$ cat config.mk
export PLATFORM = sky130hd
export DESIGN_NAME = wb2reg_flat
export DESIGN_NICKNAME = d
export VERILOG_FILES = /design/src/rtl/wb2reg_pkg.sv /design/src/rtl/wb2reg_if.sv /design/src/rtl/wb2reg.sv /design/src/flat_wrapper.sv
export SDC_FILE = /design/constraint.sdc
export NUM_CORES = 1
export LEC_CHECK = 0
export CORE_UTILIZATION = 40
export CTS_CLUSTER_SIZE = 28
export DETAILED_ROUTE_END_ITERATION = 16
export PLACE_DENSITY = 0.76
export SYNTH_ARGS = -nofsm -noshare
export SYNTH_HDL_FRONTEND = slang
export SYNTH_SLANG_ARGS = --single-unit
$ cat constraint.sdc
create_clock -name mclk -period 4.15 [get_ports mclk]
set_input_delay 0.83 -clock mclk [delete_from_list [all_inputs] [get_ports mclk]]
set_output_delay 0.83 -clock mclk [all_outputs]
set_load 0.03 [all_outputs]
$ cat src/rtl/wb2reg_pkg.sv
// Shared types and constants for the Wishbone-to-register-bus bridge.
package wb2reg_pkg;

  typedef enum logic [1:0] {
    IDLE = 2'd0,
    REQ  = 2'd1,
    RESP = 2'd2
  } wb2reg_st_e;

  localparam logic [31:0] WB2REG_ERR_DATA = 32'h0BAD_0BAD;

endpackage

$ cat src/rtl/wb2reg_if.sv
// Classic single-cycle Wishbone slave-port signal bundle.
interface wb2reg_if #(
  parameter int AW = 32,
  parameter int DW = 32
) ();

  logic            wbs_cyc_i;
  logic            wbs_stb_i;
  logic [AW-1:0]   wbs_adr_i;
  logic            wbs_we_i;
  logic [DW-1:0]   wbs_dat_i;
  logic [DW/8-1:0] wbs_sel_i;
  logic [DW-1:0]   wbs_dat_o;
  logic            wbs_ack_o;
  logic            wbs_err_o;

  modport master (
    output wbs_cyc_i, wbs_stb_i, wbs_adr_i, wbs_we_i, wbs_dat_i, wbs_sel_i,
    input  wbs_dat_o, wbs_ack_o, wbs_err_o
  );

  modport slave (
    input  wbs_cyc_i, wbs_stb_i, wbs_adr_i, wbs_we_i, wbs_dat_i, wbs_sel_i,
    output wbs_dat_o, wbs_ack_o, wbs_err_o
  );

endinterface

$ cat src/rtl/wb2reg.sv
// Wishbone slave to register-bus bridge: one registered register request per
// Wishbone cycle, completed by reg_ack or by a bounded timeout.
module wb2reg
  import wb2reg_pkg::*;
#(
  parameter int AW      = 32,
  parameter int DW      = 32,
  parameter int TMO_W   = 8,
  parameter int TMO_CYC = 255
) (
  input  logic            mclk,
  input  logic            reset_n,
  wb2reg_if.slave         wbs,
  output logic            reg_cs,
  output logic            reg_wr,
  output logic [AW-1:0]   reg_addr,
  output logic [DW/8-1:0] reg_be,
  output logic [DW-1:0]   reg_wdata,
  input  logic [DW-1:0]   reg_rdata,
  input  logic            reg_ack
);

  localparam logic [DW-1:0]    ERR_DATA = DW'(WB2REG_ERR_DATA);
  localparam bit               TMO_EN   = (TMO_CYC != 0);
  localparam logic [TMO_W-1:0] TMO_LAST = TMO_W'(TMO_CYC - 1);

  wb2reg_st_e        r_state;
  logic [TMO_W-1:0]  r_cnt;
  logic              r_abort;
  logic              r_cs;
  logic              r_wr;
  logic [AW-1:0]     r_addr;
  logic [DW/8-1:0]   r_be;
  logic [DW-1:0]     r_wdata;
  logic [DW-1:0]     r_dat_o;
  logic              r_ack;
  logic              r_err;

  logic              w_tmo;
  logic              w_deliver;

  assign w_tmo     = TMO_EN && (r_cnt == TMO_LAST);
  // The completion pulse is decided on the REQ->RESP edge so it can be
  // registered; a cyc drop seen on that same edge counts as an abort.
  assign w_deliver = !r_abort && wbs.wbs_cyc_i;

  always_ff @(posedge mclk or negedge reset_n) begin
    if (!reset_n) begin
      r_state <= IDLE;
      r_cnt   <= '0;
      r_abort <= 1'b0;
      r_cs    <= 1'b0;
      r_wr    <= 1'b0;
      r_addr  <= '0;
      r_be    <= '0;
      r_wdata <= '0;
      r_dat_o <= '0;
      r_ack   <= 1'b0;
      r_err   <= 1'b0;
    end else begin
      r_ack <= 1'b0;
      r_err <= 1'b0;
      case (r_state)
        IDLE: begin
          if (wbs.wbs_cyc_i && wbs.wbs_stb_i) begin
            r_addr  <= wbs.wbs_adr_i;
            r_wr    <= wbs.wbs_we_i;
            r_wdata <= wbs.wbs_dat_i;
            r_be    <= wbs.wbs_sel_i;
            r_cs    <= 1'b1;
            r_cnt   <= '0;
            r_abort <= 1'b0;
            r_state <= REQ;
          end
        end
        REQ: begin
          r_cnt <= r_cnt + 1'b1;
          if (!wbs.wbs_cyc_i) begin
            r_abort <= 1'b1;
          end
          if (reg_ack) begin
            r_cs <= 1'b0;
            if (!r_wr) begin
              r_dat_o <= reg_rdata;
            end
            r_ack   <= w_deliver;
            r_state <= RESP;
          end else if (w_tmo) begin
            r_cs    <= 1'b0;
            r_dat_o <= ERR_DATA;
            r_err   <= w_deliver;
            r_state <= RESP;
          end
        end
        RESP: begin
          r_abort <= 1'b0;
          r_state <= IDLE;
        end
        default: begin
          r_state <= IDLE;
        end
      endcase
    end
  end

  assign reg_cs        = r_cs;
  assign reg_wr        = r_wr;
  assign reg_addr      = r_addr;
  assign reg_be        = r_be;
  assign reg_wdata     = r_wdata;
  assign wbs.wbs_dat_o = r_dat_o;
  assign wbs.wbs_ack_o = r_ack;
  assign wbs.wbs_err_o = r_err;

endmodule

$ cat src/flat_wrapper.sv
// flat-port wrapper written by rule: the top's interface ports become plain ports
module wb2reg_flat import wb2reg_pkg::*;
#(
  parameter int AW      = 32,
  parameter int DW      = 32,
  parameter int TMO_W   = 8,
  parameter int TMO_CYC = 255
)
  (mclk, reset_n, reg_cs, reg_wr, reg_addr, reg_be, reg_wdata, reg_rdata, reg_ack, wbs_wbs_cyc_i, wbs_wbs_stb_i, wbs_wbs_adr_i, wbs_wbs_we_i, wbs_wbs_dat_i, wbs_wbs_sel_i, wbs_wbs_dat_o, wbs_wbs_ack_o, wbs_wbs_err_o);
  wb2reg_if #(.AW(AW), .DW(DW)) wbs_i ();
  input  logic mclk;
  input  logic reset_n;
  output logic reg_cs;
  output logic reg_wr;
  output logic [AW-1:0] reg_addr;
  output logic [DW/8-1:0] reg_be;
  output logic [DW-1:0] reg_wdata;
  input  logic [DW-1:0] reg_rdata;
  input  logic reg_ack;
  input wire logic [$bits(wbs_i.wbs_cyc_i)-1:0] wbs_wbs_cyc_i;
  input wire logic [$bits(wbs_i.wbs_stb_i)-1:0] wbs_wbs_stb_i;
  input wire logic [$bits(wbs_i.wbs_adr_i)-1:0] wbs_wbs_adr_i;
  input wire logic [$bits(wbs_i.wbs_we_i)-1:0] wbs_wbs_we_i;
  input wire logic [$bits(wbs_i.wbs_dat_i)-1:0] wbs_wbs_dat_i;
  input wire logic [$bits(wbs_i.wbs_sel_i)-1:0] wbs_wbs_sel_i;
  output wire logic [$bits(wbs_i.wbs_dat_o)-1:0] wbs_wbs_dat_o;
  output wire logic [$bits(wbs_i.wbs_ack_o)-1:0] wbs_wbs_ack_o;
  output wire logic [$bits(wbs_i.wbs_err_o)-1:0] wbs_wbs_err_o;
  assign wbs_i.wbs_cyc_i = wbs_wbs_cyc_i;
  assign wbs_i.wbs_stb_i = wbs_wbs_stb_i;
  assign wbs_i.wbs_adr_i = wbs_wbs_adr_i;
  assign wbs_i.wbs_we_i = wbs_wbs_we_i;
  assign wbs_i.wbs_dat_i = wbs_wbs_dat_i;
  assign wbs_i.wbs_sel_i = wbs_wbs_sel_i;
  assign wbs_wbs_dat_o = wbs_i.wbs_dat_o;
  assign wbs_wbs_ack_o = wbs_i.wbs_ack_o;
  assign wbs_wbs_err_o = wbs_i.wbs_err_o;
  wb2reg #(.AW(AW), .DW(DW), .TMO_W(TMO_W), .TMO_CYC(TMO_CYC)) u_core (.mclk(mclk), .reset_n(reset_n), .wbs(wbs_i), .reg_cs(reg_cs), .reg_wr(reg_wr), .reg_addr(reg_addr), .reg_be(reg_be), .reg_wdata(reg_wdata), .reg_rdata(reg_rdata), .reg_ack(reg_ack));
endmodule
Yosys cells after proc, flatten, opt, wreduce, memory -nomap -nowiden
Cells that the tools add are included.

Register bits after elaboration: 115. Output and inout bits: 104. Word-level logic and storage cells: 53.

Add/subtract/negate cells: 1. Equality and inequality tests: 7. Mux-type cells: 21. Reductions and logical operators: 13.

Operators with widths (number): 32-bit two-way mux (3); 8-bit one-hot mux with 2 select lines (1); 1-bit two-way mux (10); 3-bit AND reduction (3); 8-bit by 1-bit adder with 8-bit output (second input constant) (1); 8-bit equality test (second input constant) (1); 8-bit two-way mux (1); 2-bit two-way mux (3); 2-bit AND reduction (3); 2-bit inequality test (second input constant) (2); 2-bit one-hot mux with 2 select lines (1); 2-bit nonzero test (2); 3-bit by 2-bit inequality test with 1-bit output (second input constant) (1); 1-bit one-hot mux with 3 select lines (1); 3-bit nonzero test (1); 2-bit by 1-bit equality test with 1-bit output (second input constant) (1); 2-bit equality test (second input constant) (1); 1-bit logical AND (2); 2-bit zero test (1); 2-bit by 1-bit inequality test with 1-bit output (second input constant) (1); 1-bit one-hot mux with 2 select lines (1); 1-bit zero test (1).

Longest topological paths before layout
Gate-level depths: netlist (run 1).

Depth in word-level cells: 5. Depth in mapped cells: 5. Mapped depth without buffers: 4.

Worst setup path before layout (run 1)
OpenSTA, ideal clock, no wires.

Kind: in2reg. Start: in reg_ack. End: reg u_core.r_dat_o[22] (netlist: u_core.wbs.wbs_dat_o[22]). Setup time: 0.124 ns. Arrival: 1.670 ns. Required time: 4.026 ns. Setup slack: 2.356 ns. Stages on the path: 5. Buffers on the path: 2. Path through: buf_4 > nand2_1 > clkbuf_1 > a21boi_0 > a211o_1.

Cells in the longest elaborated chain, start to end: 2.

RTL lines: start, declared (line flat_wrapper.sv:19) `input logic reg_ack;`; 2-bit inequality test (no source line) / 2-bit nonzero test (equally long branches); 3-bit AND reduction (no source line); end signal, assigned (line wb2reg.sv:84) `r_dat_o <= reg_rdata;`; end, declared (line wb2reg.sv:35) `logic [DW-1:0] r_dat_o;`.

Parallel ways exist; a longest one is shown, timed or not. A chain may end at the register's enable or synchronous reset.

Final worst setup path (run 1)
Start: in reg_ack. End: reg u_core.r_dat_o[6] (netlist: u_core.wbs.wbs_dat_o[6]).

The elaborated chain is that of the path after synthesis.

==> results.yml, run 1 <==
status:
  status: "completed"
yosys:
  synth_area_per_cell_um2: 9.63
  ys_seq_elements: 115
  ys.flop_type: "dfrtp_1"
  syn_area_um2: 5020
  synthTopCellsByCount: "nand2_1 (216), dfrtp_1 (115), nor2_1 (19)"
  synth_cells: 521
  yosysWarnings: 0
  synth_largest_area_cell: "dfrtp_1"
  synth_area_leaders: "dfrtp_1 (57%), nand2_1 (16%), a221oi_2 (4.8%), a21boi_0 (2.4%), and3_1 (2.0%)"
  ys_async_sr_fraction_pct: 100
  ys_types: 37
  netlist.area_leader.share_pct: 57.3
  synth_most_common_cell: "nand2_1"
  syn_nets: 629
  ys_seq_area_share_pct: 57.3
  synth_edf_count: 0
floorplanning:
  pin_count: 210
  row_count: 40
  fp.dieW_um: 114
  coreArea_um2: 12100
  dieArea_um2: 13000
  fp.dieH_um: 114
  start_util_pct: 41.4
placed_design:
  post-dp-hpwl_mm: 9.54
  io_buffers: 209
  dpl.cell_count: 871
  place_congestion: 0.789
timing:
  min_period_ns: 2.70
  fin_worst_skew_ns: 0.0130
  rsz0062_at_grt: "no"
  fmax_mhz: 370
  slew_headroom_pct: 36.6
  worst_pin_slew_ns: 0.948
  holdWs_ns: 0.471
  setup_tns_ns: 0
  fin_crit_sh_pct: 65.0
  report.final.slew_viol_count: 0
  setup_viol: 0
  final-hold-violation-count: 0
clock_tree:
  cts_made_buffers: 17
  clkTransAtPathRegs_ns: 0.05
  cts-root-buf: "clkbuf_16"
  cts.sinks: 115
  clkLatencyLatePin_ns: 0.40
  post-cts-setup-buffers: 0
  cts_resized: 0
  cts_tree: "built"
  htreeDepth: 4
  holdBufCountCts: 0
  cts_buffer_depth: 2
grt:
  grt_pass1_wl_mm: 22.8
  use_met2_pct: 37.2
  use_met3_pct: 9.03
  gr-usage-met1_pct: 26.5
  grt.busiest_layer: "met2"
  grt_usage_pct: 22.5
  grt_max_degree: 64
  antenna_found_initial: 0
  grt_pass1_vias: 4678
  grt_remaining_overflow: 0
final_layout:
  area_growth_pct: 56.4
  finalNonFillerCells: 903
  finalNetCount: 830
  drive_above_1_share_pct: 8.98
  antenna_cells: 0
drt:
  dr.first_iter.drc_count: 305
  vias_per_cell: 4.91
  antenna_left: 0
  wl_per_cell_um: 15.5
  drt_pre_antenna_iters: 4
  drc: 0
  routed_wl_mm: 14.0
  via_count: 4436
power_and_ir_drop:
  p_leak_nw: 3.67
  peakVddDrop_mv: 0.286
  power.density_nw_per_um2: 611
run:
  maxCapViolations: 0
critical_path:
  path_max_fanout: 32
  rr_worst_depth: 4
  max_stage_delay_ns: 0.87
  crit_path_cell_trace: "clkdlybuf4s50_1 -> nand2_1 -> a21boi_0 -> a211o_2"
  cp.required_ns: 4.43
  path_class: "in2reg"
  arrival_ns: 2.98
  endpoint_kind: "flop"
  startpoint_type: "input port"
  crit_slowest_cell: "nand2_1"
worst_hold_path:
  min_path_type: "in2async"
-- where the power goes --
group / total (mW) / switching [mW] / internal [mW]
clock network: 1.53 / 0.497 / 1.03
logic: 1.67 / 0.957 / 0.712
registers: 1.59 / 0.202 / 1.39
total: 4.79 / 1.66 / 3.14
-- logic make-up after synthesis --
family | Yosys count | synth area share [%]
adder cells (fa/ha/maj) | 2 | 0.498
multiplexers | 5 | 1.02
AND/OR/NAND/NOR | 273 | 22.7
XOR/XNOR | 1 | 0.175
flip-flops | 115 | 57.3
buffers and inverters | 52 | 5.06
AO/OA/AOI/OAI | 73 | 13.2
-- per-stage QoR --
stage                     power [mW]  utilization, %  area [um^2]  worst slack [ns]
after detailed placement        3.28            59.7         7230              1.07
after CTS                       4.83            64.8         7850              1.48
final                           4.79            64.8         7850              1.45
after floorplan                 2.50               -         5020              2.36
after global routing            5.02            64.8         7850              1.28
after global placement          3.23            59.7         7230              1.11
-- flip-flops by register name, summed over array words and instances (netlist names) --
register / count
u_core.r_abort: 1
u_core.reg_wdata: 32
u_core.wbs.wbs_ack_o: 1
u_core.reg_be: 4
u_core.reg_wr: 1
u_core.reg_addr: 32
u_core.wbs.wbs_dat_o: 32
u_core.wbs.wbs_err_o: 1
u_core.r_cnt: 8
u_core.r_state: 2
u_core.reg_cs: 1
-- critical path: cells and delay by family --
kind                   cells  cell delay [ns]
AND/OR/NAND/NOR            1             0.87
buffers and inverters      1             0.73
AO/OA/AOI/OAI              2             0.53
-- cells in the final DEF, fill, tap and decap left out, types with 2 or more instances in the layout --
| cell type | instances |
|---|---|
| clkbuf_16 | 17 |
| mux2i_1 | 4 |
| dfrtp_1 | 115 |
| clkdlybuf4s50_1 | 208 |
| and3_1 | 16 |
| bufinv_16 | 4 |
| clkinvlp_4 | 2 |
| ha_1 | 2 |
| clkbuf_8 | 2 |
| a221oi_2 | 16 |
| o21ai_0 | 4 |
| clkinv_2 | 4 |
| a21boi_0 | 16 |
| a211o_2 | 5 |
| nand3_1 | 8 |
| nand4_1 | 2 |
| buf_4 | 7 |
| nor2_1 | 19 |
| clkbuf_1 | 3 |
| a21oi_1 | 17 |
| inv_1 | 18 |
| nand2_1 | 216 |
| a211o_1 | 11 |
| nand3b_1 | 2 |
-- metal layers --
metal / up-vias / wire [um]
met4: 0 / 137
met2: 177 / 6740
met5: - / 0
met1: 2128 / 5940
li1: 2120 / -
met3: 11 / 1170
-- final timing paths --
path	start	end	slack, ns
max in group asynchronous	reset_n	u_core.reg_wdata[27]	2.86
worst max register to register	u_core.r_state[0]	u_core.wbs.wbs_dat_o[31]	2.05
worst max-delay path	reg_ack	u_core.wbs.wbs_dat_o[6]	1.45
min in group mclk	u_core.reg_addr[13]	u_core.reg_addr[13]	0.47
worst min-delay path	reset_n	u_core.wbs.wbs_dat_o[24]	0.47
worst min register to register	u_core.reg_addr[13]	u_core.reg_addr[13]	0.47
-- area by class of cell --
cell class / count / area (um^2)
Multi-Input combinational cell: 354 / 1920
Fill cell: 989 / 4260
Tap cell: 168 / 210
Clock inverter: 10 / 155
Inverter: 18 / 67.6
Clock buffer: 22 / 464
Timing Repair Buffer: 216 / 2150
Sequential cell: 115 / 2880
Power figures use the tool's default switching activity.
==> run 2: changes to the inputs <==
==> constraint.sdc (replaced) <==
create_clock -name mclk -period 2.7 [get_ports mclk]
set_input_delay 0.54 -clock mclk [delete_from_list [all_inputs] [get_ports mclk]]
set_output_delay 0.54 -clock mclk [all_outputs]
set_load 0.03 [all_outputs]
==> results.yml, run 2 (synthesis results as in run 1) <==
status:
  status: "completed"
clock_tree:
  cts_tree: "built"
  cts-root-buf: "clkbuf_16"
  htreeDepth: 4
  cts_resized: 0
  clkTransAtPathRegs_ns: 0.06
  cts_made_buffers: 17
  holdBufCountCts: 0
  cts_buffer_depth: 2
  clkLatencyLatePin_ns: 0.41
  post-cts-setup-buffers: 0
  cts.sinks: 115
grt:
  antenna_found_initial: 0
  grt_remaining_overflow: 0
  grt_max_degree: 116
  grt_pass1_vias: 4525
  grt_usage_pct: 22.2
  grt_pass1_wl_mm: 22.4
final_layout:
  antenna_cells: 0
  post-route-util_pct: 65.2
  layout_common_cells: "nand2_1 (216), clkdlybuf4s50_1 (208), dfrtp_1 (115)"
  final_area_um2: 7900
  drive_above_1_share_pct: 9.51
  finalNetCount: 831
  fillers: 994
  area_growth_pct: 57.3
  layout_commonest_cell: "nand2_1"
drt:
  dr.first_iter.drc_count: 281
  drc: 0
  antenna_left: 0
  vias_per_cell: 4.83
  routed_wl_mm: 13.4
  wl_per_cell_um: 14.8
  via_count: 4364
  drt_pre_antenna_iters: 5
critical_path:
  endpoint_kind: "output pin"
  r2r_slack_ns: 0.97
  startpoint_type: "flop"
  arrival_ns: 1.56
  rr_endpoint: "u_core.wbs.wbs_dat_o[10]"
  rr_worst_depth: 3
  crit_slowest_cell: "clkdlybuf4s50_1"
  path_class: "reg2out"
  cp-startpoint: "u_core.reg_wr"
  crit_path_cell_trace: "clkdlybuf4s50_1"
  critPathBufInv: 1
  r2r-start: "u_core.r_state[1]"
  cp.required_ns: 2.16
  critPathTopFamily: "buffers and inverters"
  path_max_fanout: 5
  max_stage_delay_ns: 0.72
floorplanning:
  row_count: 40
  start_util_pct: 41.4
  coreArea_um2: 12100
  dieArea_um2: 13000
  fp.dieW_um: 114
  pin_count: 210
  fp.dieH_um: 114
timing:
  fin_worst_skew_ns: 0.00800
  setup_tns_ns: 0
  fmax_mhz: 477
  fin_crit_sh_pct: 77.7
  worst_pin_slew_ns: 0.889
  setup_viol: 0
  final-hold-violation-count: 0
  slew_headroom_pct: 40.5
  min_period_ns: 2.10
  report.final.slew_viol_count: 0
  rsz0062_at_grt: "no"
placed_design:
  place_congestion: 0.762
  postPlaceCellArea_um2: 7280
  io_buffers: 209
  post-dp-hpwl_mm: 9.15
power_and_ir_drop:
  peakVddDrop_mv: 0.489
  p_leak_nw: 3.68
  power.density_nw_per_um2: 927
  power_mw: 7.32
run:
  maxCapViolations: 0
worst_hold_path:
  min_path_type: "in2async"
## run 2: cell count changes in the layout (fill, tap and decap cells not counted)
| cell | change |
|---|---|
| inv_6 | +3 |
| buf_12 | +3 |
| clkinvlp_4 | +1 |
| clkinv_2 | -3 |
| clkbuf_8 | -1 |
| buf_4 | -2 |
| clkbuf_1 | -3 |
| bufinv_16 | -1 |
| clkinv_4 | +4 |
## run 2: worst max-delay path by stage
stage	end	slack [ns]	depth (start not counted)
after floorplan	u_core.wbs.wbs_dat_o[22]	1.20	5
after global placement	u_core.reg_addr[9]	0.55	5
after detailed placement	u_core.reg_addr[14]	0.48	5
after CTS	reg_wr	0.58	1
after global routing	reg_wr	0.55	1
final	reg_wr	0.60	1
## run 2: layer usage
metal | up-vias | GRT usage, % | part of all wire, %
li1 | 2113 | - | -
met1 | 2076 | 26.4 | 42
met2 | 165 | 36.7 | 48
met3 | 10 | 8.66 | 8.4
met4 | 0 | 7.53 | 1.1
met5 | - | 0 | 0
## run 2: layout make-up
cell class,instances,area [um^2],area share [%]
clock inverters,14,179,2.27
inverters,18,67.6,0.856
repair buffers,217,2200,27.9
well taps,168,210,2.66
flip-flops and latches,115,2880,36.5
clock buffers,18,439,5.56
multi-input cells,354,1920,24.3
## run 2: where the power goes
group	switching [mW]	leakage [nW]	internal [mW]
Clock	0.824	0.294	1.49
Sequential	0.305	1.41	2.14
Combinational	1.46	1.97	1.11
Total	2.59	3.68	4.73
## run 2: metrics by stage
step	setup slack, ns	hold slack [ns]	std cells
global route	0.549	0.249	904
global placement	0.546	0.457	872
detailed placement	0.479	0.463	872
CTS	0.577	0.242	904
floorplan	1.20	0.244	521
finish	0.603	0.180	904
==> run 3: changes to the inputs <==
==> constraint.sdc (replaced) <==
create_clock -name mclk -period 2.1 [get_ports mclk]
set_input_delay 0.42 -clock mclk [delete_from_list [all_inputs] [get_ports mclk]]
set_output_delay 0.42 -clock mclk [all_outputs]
set_load 0.03 [all_outputs]
==> results.yml, run 3 (synthesis results as in run 1) <==
grt:
  grt_usage_pct: 21.5
  grt_remaining_overflow: 0
  antenna_found_initial: 0
  grt_max_degree: 116
  grt_pass1_wl_mm: 21.7
  grt_pass1_vias: 4503
final_layout:
  antenna_cells: 0
  drive_above_1_share_pct: 9.34
  finalNetCount: 834
  layout_common_cells: "nand2_1 (216), clkdlybuf4s50_1 (208), dfrtp_1 (115)"
  area_growth_pct: 57.6
  layout_commonest_cell: "nand2_1"
drt:
  drt_pre_antenna_iters: 4
  dr.first_iter.drc_count: 254
  via_count: 4417
  drc: 0
  wl_per_cell_um: 14.7
  routed_wl_mm: 13.3
  vias_per_cell: 4.87
  antenna_left: 0
status:
  status: "completed"
critical_path:
  path_class: "reg2out"
  crit_path_cell_trace: "clkdlybuf4s50_1"
  rr_endpoint: "u_core.wbs.wbs_dat_o[17]"
  crit_slowest_cell: "clkdlybuf4s50_1"
  endpoint_kind: "output pin"
  rr_worst_depth: 3
  startpoint_type: "flop"
  arrival_ns: 1.54
  max_stage_delay_ns: 0.73
  cp.required_ns: 1.68
  cp-startpoint: "u_core.reg_wr"
  path_max_fanout: 5
  r2r-start: "u_core.r_state[1]"
  critPathTopFamily: "buffers and inverters"
  r2r_slack_ns: 0.42
  critPathBufInv: 1
clock_tree:
  cts.sinks: 115
  cts_made_buffers: 17
  clkTransAtPathRegs_ns: 0.05
  cts_buffer_depth: 2
  cts_tree: "built"
  post-cts-setup-buffers: 0
  holdBufCountCts: 0
  cts-root-buf: "clkbuf_16"
  clkLatencyLatePin_ns: 0.40
  cts_resized: 0
  htreeDepth: 4
timing:
  fin_worst_skew_ns: 0.00686
  setup_viol: 0
  setup_slack_ns: 0.136
  fmax_mhz: 509
  slew_headroom_pct: 43.6
  min_period_ns: 1.96
  setup_tns_ns: 0
  final-hold-violation-count: 0
  holdWs_ns: 0.0167
  report.final.slew_viol_count: 0
  worst_pin_slew_ns: 0.843
  fin_crit_sh_pct: 93.5
  rsz0062_at_grt: "no"
power_and_ir_drop:
  peakVddDrop_mv: 0.664
  p_leak_nw: 3.69
  power.density_nw_per_um2: 1180
placed_design:
  dp_slack_ns: 0.143
  io_buffers: 209
  place_congestion: 0.766
  post-dp-hpwl_mm: 9.14
floorplanning:
  fp.dieH_um: 114
  start_util_pct: 41.4
  dieArea_um2: 13000
  row_count: 40
  pin_count: 210
  fp.dieW_um: 114
  coreArea_um2: 12100
worst_hold_path:
  min_path_type: "in2async"
run:
  maxCapViolations: 0
## run 3: cell count changes in the layout (fill, tap and decap cells not counted)
| cell | delta |
|---|---|
| buf_4 | +1 |
| clkinv_2 | +3 |
| clkbuf_1 | +4 |
| inv_6 | -3 |
| clkinv_4 | -4 |
| buf_12 | +2 |
## run 3: power by group
| group | leakage [nW] | switching, mW | internal (mW) |
|---|---|---|---|
| clock network | 0.280 | 0.957 | 1.89 |
| logic | 1.99 | 1.88 | 1.44 |
| registers | 1.41 | 0.390 | 2.75 |
## run 3: how the worst max path moves through the flow
stage,slack [ns],cells after the start,to
3_5_place_dp,0.14,5,u_core.reg_wdata[23]
2_1_floorplan,0.61,5,u_core.wbs.wbs_dat_o[16]
5_1_grt,0.05,1,reg_wr
6_report,0.14,1,reg_wr
4_1_cts,0.11,1,reg_wr
3_3_place_gp,0.18,5,u_core.reg_addr[9]
## run 3: area by class of cell
type,instances,area (um^2)
Timing Repair Buffer,220,2250
Multi-Input combinational cell,354,1920
Inverter,18,67.6
Clock buffer,22,454
Sequential cell,115,2880
Fill cell,962,4200
Tap cell,168,210
Clock inverter,10,133
## run 3: metrics by stage
step	cell area, um^2	power, mW	utilization (%)	std cells
after global routing	7910	9.79	65.3	907
final	7910	9.31	65.3	907
after detailed placement	7320	6.51	60.5	875
after global placement	7320	6.41	60.5	875
after floorplan	5020	4.95	-	521
after CTS	7910	9.40	65.3	907
## run 3: routing by layer
| metal | vias up | wire [um] | global-route usage [%] |
|---|---|---|---|
| li1 | 2115 | - | - |
| met1 | 2129 | 5590 | 25.5 |
| met2 | 157 | 6250 | 34.5 |
| met3 | 16 | 1250 | 9.40 |
| met4 | 0 | 249 | 8.14 |
| met5 | - | 0 | 0 |
